[config.mk]
export PLATFORM = sky130hd
export DESIGN_NAME = uart_rx_fifo_flat
export DESIGN_NICKNAME = d
export VERILOG_FILES = /design/src/rtl/uart_rx_fifo_if.sv /design/src/rtl/uart_rx_fifo_mem.sv /design/src/rtl/uart_rx_fifo.sv /design/src/flat_wrapper.sv
export SDC_FILE = /design/constraint.sdc
export NUM_CORES = 1
export LEC_CHECK = 0
export ABC_AREA = 1
export CAP_MARGIN = 20
export CORE_MARGIN = 2
export CORE_UTILIZATION = 49
export CTS_BUF_LIST = sky130_fd_sc_hd__clkbuf_8
export DETAILED_ROUTE_END_ITERATION = 10
export HOLD_SLACK_MARGIN = 0.05
export PLACE_DENSITY = 0.68
export SYNTH_ARGS = -nofsm -noshare
export SYNTH_HDL_FRONTEND = slang
export SYNTH_SLANG_ARGS = --single-unit
export TNS_END_PERCENT = 100
[constraint.sdc]
create_clock -name clk -period 2.5 [get_ports clk]
set_clock_uncertainty 0.2 [all_clocks]
set_input_delay 0.25 -clock clk [delete_from_list [all_inputs] [get_ports clk]]
set_output_delay 0.25 -clock clk [all_outputs]
set_load 0.01 [all_outputs]
[src/rtl/uart_rx_fifo_if.sv]
// -----------------------------------------------------------------------------
// uart_rx_fifo_if
// Byte stream into and out of the UART receive FIFO.
//   in_data   : received byte, qualified by in_stb
//   in_stb    : one-cycle strobe marking a valid received byte
//   out_data  : byte at the FIFO head, meaningful while out_valid is high
//   out_valid : FIFO non-empty
//   out_ready : consumer accepts the head byte when out_valid & out_ready
// Modports:
//   slave  : the FIFO (consumes in_*, produces out_data/out_valid)
//   master : the receiver/consumer side driving the FIFO
// -----------------------------------------------------------------------------
interface uart_rx_fifo_if;
    logic [7:0] in_data;
    logic       in_stb;
    logic [7:0] out_data;
    logic       out_valid;
    logic       out_ready;

    modport slave (
        input  in_data,
        input  in_stb,
        input  out_ready,
        output out_data,
        output out_valid
    );

    modport master (
        output in_data,
        output in_stb,
        output out_ready,
        input  out_data,
        input  out_valid
    );
endinterface

[src/rtl/uart_rx_fifo_mem.sv]
// -----------------------------------------------------------------------------
// uart_rx_fifo_mem
// 2^ADDR_WIDTH x 8 storage array for the receive FIFO: one synchronous write
// port and one asynchronous read port, shaped for distributed-RAM inference.
//   clk   : write clock
//   we    : write enable
//   waddr : write address
//   wdata : write data
//   raddr : read address
//   rdata : read data (combinational from raddr)
// -----------------------------------------------------------------------------
module uart_rx_fifo_mem #(
    parameter int ADDR_WIDTH = 4
) (
    input  logic                  clk,
    input  logic                  we,
    input  logic [ADDR_WIDTH-1:0] waddr,
    input  logic [7:0]            wdata,
    input  logic [ADDR_WIDTH-1:0] raddr,
    output logic [7:0]            rdata
);
    logic [7:0] mem [2**ADDR_WIDTH];

    // NOTE: the array has no reset; occupancy is tracked by the pointers and
    // level, so stale contents are never observed and the RAM stays inferable.
    always_ff @(posedge clk) begin
        if (we) begin
            mem[waddr] <= wdata;
        end
    end

    assign rdata = mem[raddr];
endmodule

[src/rtl/uart_rx_fifo.sv]
// -----------------------------------------------------------------------------
// uart_rx_fifo
// First-word-fall-through byte FIFO behind the UART receiver, with a sticky
// overflow flag and an idle-gap detector for delimiting messages.
//   clk          : single clock, rising edge
//   rst_n        : synchronous active-low reset
//   bus          : in_data/in_stb from the receiver, out_* handshake to consumer
//   flush        : discard all FIFO contents (wins over push/pop)
//   level        : number of stored bytes
//   full         : level == 2^DEPTH_LOG2
//   overflow     : sticky, set when a strobed byte is dropped
//   overflow_clr : clears overflow (a same-cycle set wins)
//   idle_div     : idle gap length in clk cycles, 0 disables detection
//   idle         : one-cycle pulse at the end of an idle gap after data
// -----------------------------------------------------------------------------
module uart_rx_fifo #(
    parameter int DEPTH_LOG2 = 4,
    parameter int IDLE_WIDTH = 16
) (
    input  logic                  clk,
    input  logic                  rst_n,
    uart_rx_fifo_if.slave         bus,
    input  logic                  flush,
    output logic [DEPTH_LOG2:0]   level,
    output logic                  full,
    output logic                  overflow,
    input  logic                  overflow_clr,
    input  logic [IDLE_WIDTH-1:0] idle_div,
    output logic                  idle
);
    localparam int DEPTH   = 1 << DEPTH_LOG2;
    localparam int LEVEL_W = DEPTH_LOG2 + 1;

    logic [DEPTH_LOG2-1:0] wr_ptr;
    logic [DEPTH_LOG2-1:0] rd_ptr;
    logic                  pop;
    logic                  push;
    logic                  drop;
    logic                  idle_armed;
    logic [IDLE_WIDTH-1:0] idle_cnt;

    assign full          = (level == LEVEL_W'(DEPTH));
    assign bus.out_valid = (level != '0);
    assign pop           = bus.out_valid & bus.out_ready;
    // A full FIFO still accepts a byte when the head leaves in the same cycle.
    assign push          = bus.in_stb & (~full | pop);
    // A strobe lost to a flush is discarded silently, not counted as overflow.
    assign drop          = bus.in_stb & full & ~pop & ~flush;

    uart_rx_fifo_mem #(
        .ADDR_WIDTH (DEPTH_LOG2)
    ) u_mem (
        .clk   (clk),
        .we    (push & ~flush),
        .waddr (wr_ptr),
        .wdata (bus.in_data),
        .raddr (rd_ptr),
        .rdata (bus.out_data)
    );

    // NOTE: state registers use non-blocking assignments so every flop samples
    // pre-edge values regardless of statement order.
    always_ff @(posedge clk) begin
        if (!rst_n) begin
            wr_ptr <= '0;
            rd_ptr <= '0;
            level  <= '0;
        end else if (flush) begin
            wr_ptr <= '0;
            rd_ptr <= '0;
            level  <= '0;
        end else begin
            if (push) begin
                wr_ptr <= wr_ptr + DEPTH_LOG2'(1);
            end
            if (pop) begin
                rd_ptr <= rd_ptr + DEPTH_LOG2'(1);
            end
            if (push && !pop) begin
                level <= level + LEVEL_W'(1);
            end else if (pop && !push) begin
                level <= level - LEVEL_W'(1);
            end
        end
    end

    always_ff @(posedge clk) begin
        if (!rst_n) begin
            overflow <= 1'b0;
        end else if (drop) begin
            overflow <= 1'b1;
        end else if (overflow_clr) begin
            overflow <= 1'b0;
        end
    end

    // The counter holds the cycles left in the gap. The pulse is registered,
    // so it is issued on the edge where the count would reach zero; this puts
    // idle high exactly idle_div+1 cycles after the last strobe.
    always_ff @(posedge clk) begin
        if (!rst_n) begin
            idle_armed <= 1'b0;
            idle_cnt   <= '0;
            idle       <= 1'b0;
        end else begin
            idle <= 1'b0;
            if (bus.in_stb) begin
                idle_cnt   <= idle_div;
                idle_armed <= (idle_div != '0);
            end else if (idle_armed) begin
                idle_cnt <= idle_cnt - IDLE_WIDTH'(1);
                if (idle_cnt == IDLE_WIDTH'(1)) begin
                    idle       <= 1'b1;
                    idle_armed <= 1'b0;
                end
            end
        end
    end
endmodule

[src/flat_wrapper.sv]
// flat-port wrapper written by rule: the top's interface ports become plain ports
module uart_rx_fifo_flat 
#(
    parameter int DEPTH_LOG2 = 4,
    parameter int IDLE_WIDTH = 16
)
  (clk, rst_n, flush, level, full, overflow, overflow_clr, idle_div, idle, bus_in_data, bus_in_stb, bus_out_ready, bus_out_data, bus_out_valid);
  uart_rx_fifo_if bus_i ();
  input  logic clk;
  input  logic rst_n;
  input  logic flush;
  output logic [DEPTH_LOG2:0] level;
  output logic full;
  output logic overflow;
  input  logic overflow_clr;
  input  logic [IDLE_WIDTH-1:0] idle_div;
  output logic idle;
  input wire logic [$bits(bus_i.in_data)-1:0] bus_in_data;
  input wire logic [$bits(bus_i.in_stb)-1:0] bus_in_stb;
  input wire logic [$bits(bus_i.out_ready)-1:0] bus_out_ready;
  output wire logic [$bits(bus_i.out_data)-1:0] bus_out_data;
  output wire logic [$bits(bus_i.out_valid)-1:0] bus_out_valid;
  assign bus_i.in_data = bus_in_data;
  assign bus_i.in_stb = bus_in_stb;
  assign bus_i.out_ready = bus_out_ready;
  assign bus_out_data = bus_i.out_data;
  assign bus_out_valid = bus_i.out_valid;
  uart_rx_fifo #(.DEPTH_LOG2(DEPTH_LOG2), .IDLE_WIDTH(IDLE_WIDTH)) u_core (.clk(clk), .rst_n(rst_n), .bus(bus_i), .flush(flush), .level(level), .full(full), .overflow(overflow), .overflow_clr(overflow_clr), .idle_div(idle_div), .idle(idle));
endmodule
==> summary.txt, run 1 <==
initial antenna violation count -> 0
Reg area -> 4570 µm²
Crit Path Max Fanout -> 27
Clock Latency Late Sink -> 0.46 ns
via/cell ratio -> 5.42
Worst Reg-to-Reg Cells -> 13
Clock Sinks -> 164
Syn Nets -> 767
top_reg_cell synth -> edfxtp_1
HP Class -> primary input to register
antenna viol nets, final -> 0
area delta synth->final -> 16.8%
Initial Utilization -> 50.4%
Tcrit/Tclk final -> 96.6%
antenna cells -> 0
boundary pin count -> 47
commonest non-fill, non-tap cell in the layout -> edfxtp_1
gr ovfl total -> 0
Psw -> 0.00160 W
status -> complete, no violations
gr usage total -> 20.2%
die footprint -> 16100 µm²
Worst Setup EP -> bus_out_data[1]
sw frac -> 28.4%
vias -> 5373
Detailed Routing Iterations Pass 1 -> 5
largest net degree at the start of global routing -> 65
CTS clk-pin slew, worst paths -> 0.09 ns
die height -> 127 µm
Post-DP HPWL -> 10400 µm
Core Footprint -> 14600 µm²
Post-Route Utilization -> 58.9%
share of cells above drive strength 1 -> 13.4%
final setup fails -> 0
maximum clock insertion buffer count -> 2
Post-synth EDFFs -> 128
async set-reset flop share out of synthesis -> 0%
synth unique cells -> 32
Setup CP Type -> register to primary output
Synth Warn # -> 0
post-route insts no fill -> 992
H-tree depth -> 4
Min Clock Period, post-route -> 2.42 ns
Yosys reg bits -> 164
Final Hold Viols -> 0
hold path start -> overflow_clr
final WL -> 16100 µm
Num CTS Buffers -> 17
CTS Hold Bufs -> 0
data arrival time of the critical path -> 1.97 ns
reg2reg start -> u_core.level[2]$_SDFFE_PP0P_
required time worst endpoint -> 2.05 ns
reg2reg setup slack -> 0.13 ns
Worst setup EP type -> primary output
row cnt -> 44
Seq pwr share -> 54.0%
worst vdd ir -> 0.000311 V
clock share of power -> 30.9%
Lkg Pwr -> 3.26 nW
pwr dens -> 654 nW/µm²
R2R Path End -> u_core.level[4]$_SDFFE_PP0P_
Max Cap Viol -> 0
Worst setup SP type -> register
Root Driver -> clkbuf_8
Worst Tran Pin Value -> 0.586 ns
Power, Total -> 0.00564 W
fillcell total -> 1247
Seq/Total Area, Yosys -> 61.8%
Post-Synthesis Cells -> 725
RSZ-0062 raised after global routing -> yes
syn_area_per_cell -> 10.2 µm²
first-pass GRT wire length -> 25200 µm
Die X -> 127 µm
internal power -> 0.00404 W
Multi-input gate area -> 2270 µm²
CTS tree -> built
Port Buffers -> 46
DR iter-0 viols -> 422
commonest non-fill, non-tap cells in the layout -> edfxtp_1, nand2_1, inv_1, nand3_1, nor2_1
combinational share of power -> 15.1%
vias in the first global route -> 5262
FMAX -> 414 MHz
Final #Nets -> 837
routed len/inst -> 16.2 µm
Max-slew headroom -> 60.8%
Placed Cells -> 952
mapped cell area -> 7390 µm²
Slew Viols, Final -> 0
RePlAce Congestion -> 0.843
drt drc -> 0
-- what timing repair did --
action                     in CTS  in global routing
setup buffers                   5                  1
setup endpoints to repair       8                  9
pin swaps                       1                  4
cloned                          0                  2
resized for setup               9                 12
-- worst max-delay path, stage by stage (launching register included) --
cell and delay (ns):
dfxtp_4 0.47, buf_12 0.19, nand2_1 0.07, o211ai_1 0.09, nand3_1 0.15, nand3_1 0.12, nand2_1 0.10, dlygate4sd2_1 0.31
-- cells by family after synthesis --
kind of cell | after synthesis | share of synthesized area (%)
flip-flops | 164 | 61.8
adder cells (fa/ha/maj) | 12 | 2.13
AND/OR/NAND/NOR | 256 | 15.1
buffers and inverters | 136 | 7.71
XOR/XNOR | 7 | 0.830
AO/OA/AOI/OAI | 150 | 12.5
-- cell usage after synthesis (all sizes together), types with 2 or more instances --
cell,number,area [µm²]
dfxtp,36,721
nor3,2,10.0
o21ai,50,254
a31oi,2,12.5
nand2,112,425
clkbuf,6,22.5
nor2,65,284
a21oi,53,265
nand4,5,31.3
buf,23,145
edfxtp,128,3840
inv,107,402
ha,11,138
xor2,6,52.6
o211ai,33,298
nand3,71,355
a22oi,9,67.6
-- sequential cells by signal, indices dropped and copies added, names as in the netlist, named ones only --
signal / cells
u_core.overflow: 1
u_core.level: 5
u_core.wr_ptr: 4
u_core.idle_cnt: 16
u_core.rd_ptr: 4
u_core.idle: 1
u_core.u_mem.mem: 128
u_core.idle_armed: 1
-- final cells by class --
class / instances / area share, %
inverter: 107 / 4.70
multi-input combinational: 425 / 26.3
clock inverter: 15 / 1.42
timing repair buffer: 80 / 9.14
tap: 184 / 2.67
sequential: 164 / 53.0
clock buffer: 17 / 2.71
-- power by group through the flow --
stage                     clock [W]  sequential, W  combinational, W
after floorplan                   0        0.00309          0.000517
after global placement            0        0.00310          0.000787
after detailed placement          0        0.00310          0.000815
after CTS                   0.00179        0.00304          0.000815
after global routing        0.00189        0.00305          0.000949
final                       0.00174        0.00304          0.000852
-- how the worst min path moves through the flow --
stage,to,slack (ns),cells past startpoint
after global routing,u_core.overflow$_SDFFE_PN0P_,0.16,2
after CTS,u_core.overflow$_SDFFE_PN0P_,0.15,2
after floorplan,u_core.u_mem.mem[0][0]$_DFFE_PP_,0.15,0
final,u_core.overflow$_SDFFE_PN0P_,0.17,2
after detailed placement,register,0.27,1
after global placement,u_core.rd_ptr[2]$_SDFFE_PP0N_,0.26,1
-- through the flow --
| step | area [µm²] | setup slack [ns] | hold WS (ns) | setup TNS [ns] |
|---|---|---|---|---|
| after floorplan | 7390 | 0.239 | 0.149 | 0 |
| after global placement | 8160 | 0.0456 | 0.258 | 0 |
| after detailed placement | 8160 | -0.102 | 0.272 | -0.194 |
| after CTS | 8550 | 0.0106 | 0.155 | 0 |
| after global routing | 8620 | -0.0458 | 0.157 | -0.0774 |
| final | 8620 | 0.0847 | 0.172 | 0 |
-- per-layer routing --
layer  vias up  track usage [%]  share of wire [%]
met3        44             4.93                5.3
li1       2620                -                  -
met5         -                0                  0
met2       162             34.3                 49
met4         0             8.21                2.8
met1      2547             24.8                 43
Power figures use the tool's default switching activity.
==> run 2: changes to the inputs <==
--- a/config.mk
+++ b/config.mk
@@ -13,6 +13,7 @@
 export DETAILED_ROUTE_END_ITERATION = 10
 export HOLD_SLACK_MARGIN = 0.05
 export PLACE_DENSITY = 0.68
+export SLEW_MARGIN = 20
 export SYNTH_ARGS = -nofsm -noshare
 export SYNTH_HDL_FRONTEND = slang
 export SYNTH_SLANG_ARGS = --single-unit
==> constraint.sdc (replaced) <==
create_clock -name clk -period 2.7 [get_ports clk]
set_clock_uncertainty 0.2 [all_clocks]
set_input_delay 0.27 -clock clk [delete_from_list [all_inputs] [get_ports clk]]
set_output_delay 0.27 -clock clk [all_outputs]
set_load 0.01 [all_outputs]
==> run 2 against run 1 <==
Non-clock buffer count shrank 5; register-to-register slack gained 0.10 ns; global-route usage shrank 0.20 points; worst hold slack gained 0.023 ns; via count shrank 1.0%; total power shrank 6.9%; wire length shrank 1.1%; setup slack lost 0.037 ns; cell area shrank 0.26%; combinational power shrank 8.0%; largest cell class unchanged.
==> summary.txt, run 2 (synthesis gave the netlist of run 1 again) <==
post-route insts no fill -> 987 (-0.50%)
gr usage total -> 20.0% (-0.20 points)
data arrival time of the critical path -> 2.18 ns (+0.21 ns)
initial antenna violation count -> 0 (unchanged)
RSZ-0062 raised after global routing -> yes
Slew Viols, Final -> 0 (unchanged)
HP Class -> primary input to register
H-tree depth -> 4 (unchanged)
boundary pin count -> 47 (unchanged)
Power, Total -> 0.00525 W (-6.9%)
post-route cell area -> 8600 µm² (-0.26%)
Die X -> 127 µm (unchanged)
Setup CP Type -> register to primary output
Worst setup EP type -> primary output
DR iter-0 viols -> 450 (+6.6%)
required time worst endpoint -> 2.23 ns (+0.18 ns)
die height -> 127 µm (unchanged)
Core Footprint -> 14600 µm² (unchanged)
maximum clock insertion buffer count -> 2 (unchanged)
Final #Nets -> 832 (-0.60%)
hold path start -> overflow_clr
antenna cells -> 0 (unchanged)
FMAX -> 377 MHz
Tcrit/Tclk final -> 98.2%
share of cells above drive strength 1 -> 11.7% (-1.7 points)
vias in the first global route -> 5273 (+0.21%)
CTS tree -> built
gr ovfl total -> 0 (unchanged)
Worst Tran Pin Value -> 0.678 ns (+0.0920 ns)
reg2reg start -> u_core.level[0]$_SDFFE_PP0P_
Hold Path Depth -> 2 (unchanged)
R2R Path End -> u_core.level[4]$_SDFFE_PP0P_
Detailed Routing Iterations Pass 1 -> 5 (unchanged)
Initial Utilization -> 50.4% (unchanged)
Final Hold Viols -> 0 (unchanged)
Clock Sinks -> 164 (unchanged)
die footprint -> 16100 µm² (unchanged)
largest net degree at the start of global routing -> 66 (+1.5%)
via/cell ratio -> 5.39 (-0.52%)
sw frac -> 27.3% (-1.0 points)
clock share of power -> 31.4% (+0.5 points)
Max-slew headroom -> 54.7% (-6.2 points)
internal power -> 0.00382 W (-5.5%)
placed inst area -> 8140 µm² (-0.18%)
RePlAce Congestion -> 0.832 (-1.3%)
Seq pwr share -> 53.6% (-0.4 points)
CTS Hold Bufs -> 0 (unchanged)
Psw -> 0.00144 W (-10%)
commonest non-fill, non-tap cell in the layout -> edfxtp_1
vias -> 5318 (-1.0%)
Crit Path Max Fanout -> 60 (+120%)
first-pass GRT wire length -> 25000 µm (-0.85%)
Num CTS Buffers -> 17 (unchanged)
combinational share of power -> 14.9% (-0.2 points)
antenna viol nets, final -> 0 (unchanged)
Lkg Pwr -> 3.29 nW (+0.88%)
Clock Latency Late Sink -> 0.45 ns (about the same)
Worst Reg-to-Reg Cells -> 12 (-1)
Worst setup SP type -> register
Port Buffers -> 46 (unchanged)
final WL -> 15900 µm (-1.1%)
Biggest register -> u_core.u_mem.mem
final setup fails -> 0 (unchanged)
Placed Cells -> 950 (-0.21%)
reg2reg setup slack -> 0.23 ns (+0.10 ns)
hold endpoint -> u_core.overflow$_SDFFE_PN0P_
Post-DP HPWL -> 10500 µm (+1.3%)
Max Cap Viol -> 0 (unchanged)
row cnt -> 44 (unchanged)
drt drc -> 0 (unchanged)
area delta synth->final -> 16.4%
Root Driver -> clkbuf_8
routed len/inst -> 16.1 µm (-0.57%)
Min Clock Period, post-route -> 2.65 ns
commonest non-fill, non-tap cells in the layout -> edfxtp_1, nand2_1, inv_1, nand3_1, nor2_1
worst vdd ir -> 0.000284 V (-8.6%)
Largest register FFs -> 128 (unchanged)
Fin Hold WS -> 0.196 ns (+0.0233 ns)
top flop regs -> u_core.u_mem.mem x128, u_core.idle_cnt x16, u_core.level x5
status -> complete, no violations
CTS clk-pin slew, worst paths -> 0.09 ns (about the same)
pwr dens -> 611 nW/µm² (-6.6%)
==> run 2: cell type report <==
cell class              instances  area [µm²]
clock inverters                15         134
multi-input cells             425        2260
well taps                     184         230
flip-flops and latches        164        4570
repair buffers                 75         768
inverters                     107         402
fillers                      1228        6040
clock buffers                  17         234
==> run 2: critical path, cell delays in order (launching register included) <==
cell and delay [ns]:
dfxtp_4 0.44, buf_12 0.25, o211ai_1 0.13, nand3_1 0.12, nand3_1 0.09, nand2_1 0.12, clkdlybuf4s50_1 0.55
==> run 2: repair_timing <==
item | in CTS | in global routing
gates resized for setup | 1 | 11
buffers inserted | 3 | 1
pin swaps | 0 | 1
gates cloned | 0 | 1
setup endpoints to repair | 8 | 10
==> run 2: how the worst max path moves through the flow <==
stage / end / slack, ns / depth (start not counted)
after floorplan: u_core.level[3]$_SDFFE_PP0P_ / 0.44 / 13
after global placement: u_core.level[4]$_SDFFE_PP0P_ / 0.22 / 14
after detailed placement: u_core.level[4]$_SDFFE_PP0P_ / 0.05 / 14
after CTS: bus_out_data[5] / -0.007 / 7
after global routing: bus_out_data[2] / -0.04 / 6
final: bus_out_data[2] / 0.05 / 6
==> run 2: power by group through the flow <==
stage / combinational, W / sequential [W] / clock (W)
after floorplan: 0.000479 / 0.00286 / 0
after CTS: 0.000768 / 0.00281 / 0.00169
final: 0.000784 / 0.00282 / 0.00165
after global routing: 0.000866 / 0.00282 / 0.00178
after detailed placement: 0.000749 / 0.00288 / 0
after global placement: 0.000716 / 0.00288 / 0
==> run 2: per-layer routing <==
metal | up-vias | wire (µm) | part of all wire [%] | track usage [%]
met2 | 162 | 7840 | 49 | 34.3
met5 | - | 0 | 0 | 0
met3 | 31 | 749 | 4.7 | 4.30
li1 | 2608 | - | - | -
met4 | 0 | 448 | 2.8 | 9.70
met1 | 2517 | 6890 | 43 | 24.0
==> run 2: per-stage QoR <==
| stage | utilization, % | setup slack, ns | setup TNS [ns] |
|---|---|---|---|
| 6_report | 58.7 | 0.0480 | 0 |
| 3_3_place_gp | 55.6 | 0.217 | 0 |
| 2_1_floorplan | - | 0.439 | 0 |
| 5_1_grt | 58.7 | -0.0375 | -0.0375 |
| 3_5_place_dp | 55.6 | 0.0486 | 0 |
| 4_1_cts | 58.3 | -0.00666 | -0.00666 |
==> run 3: changes to the inputs <==
--- a/config.mk
+++ b/config.mk
@@ -8,11 +8,11 @@
 export ABC_AREA = 1
 export CAP_MARGIN = 20
 export CORE_MARGIN = 2
-export CORE_UTILIZATION = 49
+export CORE_UTILIZATION = 40
 export CTS_BUF_LIST = sky130_fd_sc_hd__clkbuf_8
 export DETAILED_ROUTE_END_ITERATION = 10
 export HOLD_SLACK_MARGIN = 0.05
-export PLACE_DENSITY = 0.68
+export PLACE_DENSITY = 0.7
 export SLEW_MARGIN = 20
 export SYNTH_ARGS = -nofsm -noshare
 export SYNTH_HDL_FRONTEND = slang
==> run 3 against run 2 <==
Core utilization decreased by 10 points; flip-flop and latch count is the same; first-iteration DRC count shrank 9.8%; clock power up 19%; combinational power decreased by 2.9%; sequential power about the same; non-clock buffer count rose by 3; critical path type is now register to register; largest power group unchanged; highest routed layer unchanged.
==> summary.txt, run 3 (synthesis gave the netlist of run 1 again) <==
Largest register FFs -> 128 (unchanged)
Max-slew headroom -> 52.3% (-2.4 points)
RSZ-0062 raised after global routing -> no
largest net degree at the start of global routing -> 41 (-38%)
drt drc -> 0 (unchanged)
Final Hold Viols -> 0 (unchanged)
CP delay by family, top -> simple AND/OR/NAND/NOR gates
status -> complete, no violations
Detailed Routing Iterations Pass 1 -> 6 (+1)
die footprint -> 19600 µm² (+22%)
first-pass GRT wire length -> 25700 µm (+2.9%)
DR iter-0 viols -> 406 (-9.8%)
Worst setup EP type -> register
Clock Latency Late Sink -> 0.46 ns (about the same)
via/cell ratio -> 5.15 (-4.4%)
critical path's largest stage delay -> 0.38 ns (-0.17 ns)
Setup CP Type -> register to register
Port Buffers -> 46 (unchanged)
required time worst endpoint -> 2.85 ns (+0.62 ns)
Biggest register -> u_core.u_mem.mem
post-route setup slack -> 0.311 ns (+0.263 ns)
Die X -> 140 µm (+10%)
Lkg Pwr -> 3.34 nW (+1.7%)
die height -> 140 µm (+10%)
Num CTS Buffers -> 17 (unchanged)
initial antenna violation count -> 0 (unchanged)
top flop regs -> u_core.u_mem.mem x128, u_core.idle_cnt x16, u_core.level x5
Final #Nets -> 835 (+0.36%)
WP buf/inv -> 3 (+1)
FMAX -> 419 MHz (+11%)
Worst setup SP type -> register
final setup fails -> 0 (unchanged)
CTS tree -> built
antenna cells -> 0 (unchanged)
antenna viol nets, final -> 0 (unchanged)
data arrival time of the critical path -> 2.54 ns (+0.36 ns)
Clock Sinks -> 164 (unchanged)
final WL -> 16200 µm (+1.6%)
final setup TNS -> 0 ns (unchanged)
gr usage total -> 16.8% (-3.2 points)
crit-path cells -> nor2_1, nand4_1, nand2_2, inv_1, ha_1, inv_1, ha_1, a21oi_1, nand2_1, nand2_1, nand3_1, o211ai_1, inv_1
Hold Path Depth -> 2 (unchanged)
area delta synth->final -> 18.3%
boundary pin count -> 47 (unchanged)
Worst Setup EP -> u_core.level[3]$_SDFFE_PP0P_
Root Driver -> clkbuf_8
Max Cap Viol -> 0 (unchanged)
Post-Route Utilization -> 48.5% (-10 points)
vias -> 5334 (+0.30%)
gr ovfl total -> 0 (unchanged)
commonest non-fill, non-tap cell in the layout -> edfxtp_1
row cnt -> 49 (+11%)
Tcrit/Tclk final -> 88.5% (-9.7 points)
Initial Utilization -> 41.0% (-9.5 points)
Post-DP HPWL -> 10300 µm (-1.9%)
reg2reg setup slack -> 0.31 ns (+0.08 ns)
R2R Path End -> u_core.level[3]$_SDFFE_PP0P_
vias in the first global route -> 4977 (-5.6%)
pwr dens -> 633 nW/µm² (+3.7%)
Slew Viols, Final -> 0 (unchanged)
fillcell total -> 1638 (+33%)
Crit path depth -> 13 (+7)
reg2reg start -> u_core.level[0]$_SDFFE_PP0P_
CTS clk-pin slew, worst paths -> 0.08 ns (about the same)
maximum clock insertion buffer count -> 2 (unchanged)
H-tree depth -> 4 (unchanged)
Min Clock Period, post-route -> 2.39 ns (-0.263 ns)
routed len/inst -> 15.6 µm (-3.1%)
Worst Reg-to-Reg Cells -> 13 (+1)
HP Class -> primary input to register
Most common cell on crit path -> inv_1
Core Footprint -> 18000 µm² (+23%)
commonest non-fill, non-tap cells in the layout -> edfxtp_1, nand2_1, inv_1, nand3_1, nor2_1
Crit Path Max Fanout -> 5 (-92%)
dpl ws -> 0.126 ns (+0.0774 ns)
share of cells above drive strength 1 -> 11.7% (-0.044 points)
Worst Tran Pin Value -> 0.714 ns (+0.0356 ns)
RePlAce Congestion -> 0.863 (+3.6%)
worst vdd ir -> 0.000406 V (+43%)
Worst Setup SP -> u_core.level[0]$_SDFFE_PP0P_
Slowest cell on crit path -> dfxtp_1
[run 3: cell count changes in the layout (fill, tap and decap cells not counted), sizes merged]
cell	before	now
clkinv	9	5
bufinv	1	4
clkdlybuf4s50	39	38
inv	110	111
dlymetal6s2s	7	8
buf	27	32
clkbuf	19	17
[run 3: worst reg2reg max path, cell delays in order, from the launching register on]
cell,delay (ns)
dfxtp_1,0.38
nor2_1,0.20
nand4_1,0.16
nand2_2,0.10
inv_1,0.07
ha_1,0.20
inv_1,0.15
ha_1,0.30
a21oi_1,0.21
nand2_1,0.07
nand2_1,0.06
nand3_1,0.06
o211ai_1,0.08
inv_1,0.06
[run 3: area by class of cell]
class,count,area [µm²],area share [%]
clock inverter,15,206,2.36
multi-input combinational,425,2250,25.8
clock buffer,17,234,2.68
timing repair buffer,78,787,9.01
sequential,164,4570,52.3
inverter,107,402,4.60
tap,229,287,3.28
[run 3: how the worst min path moves through the flow]
stage	from	slack, ns	to
after floorplan	bus_in_data[0]	0.17	u_core.u_mem.mem[0][0]$_DFFE_PP_
after global placement	u_core.rd_ptr[2]$_SDFFE_PP0N_	0.26	u_core.rd_ptr[2]$_SDFFE_PP0N_
after detailed placement	u_core.rd_ptr[2]$_SDFFE_PP0N_	0.27	u_core.rd_ptr[2]$_SDFFE_PP0N_
after CTS	overflow_clr	0.18	u_core.overflow$_SDFFE_PN0P_
after global routing	overflow_clr	0.18	u_core.overflow$_SDFFE_PN0P_
final	overflow_clr	0.20	u_core.overflow$_SDFFE_PN0P_
[run 3: metal layers]
metal,share of wire [%],vias to the layer above,track usage [%]
met5,0,-,0
met4,1.1,0,4.63
met3,6.5,23,4.40
met2,46,181,26.5
met1,46,2514,23.1
li1,-,2616,-
[run 3: power by group]
part / switching (W) / leakage [nW] / internal [W] / total [W]
sequential: 0.0000524 / 1.45 / 0.00276 / 0.00281
combinational: 0.000444 / 1.67 / 0.000317 / 0.000761
clock: 0.000938 / 0.221 / 0.00102 / 0.00196
total: 0.00143 / 3.34 / 0.00410 / 0.00553
[run 3: through the flow]
step,cell area (µm²),hold slack (ns),instances,power (W)
3_5_place_dp,8230,0.267,999,0.00362
4_1_cts,8680,0.184,1032,0.00556
6_report,8740,0.203,1035,0.00553
5_1_grt,8740,0.178,1035,0.00577
3_3_place_gp,8230,0.264,999,0.00360
2_1_floorplan,7390,0.169,725,0.00334
[run 3: timing repair]
action / CTS / global route
pin swaps: 0 / 2
resized for setup: 2 / 8
buffers inserted: 1 / 3
setup endpoints to repair: 8 / 8
hold buffers: 0 / 0
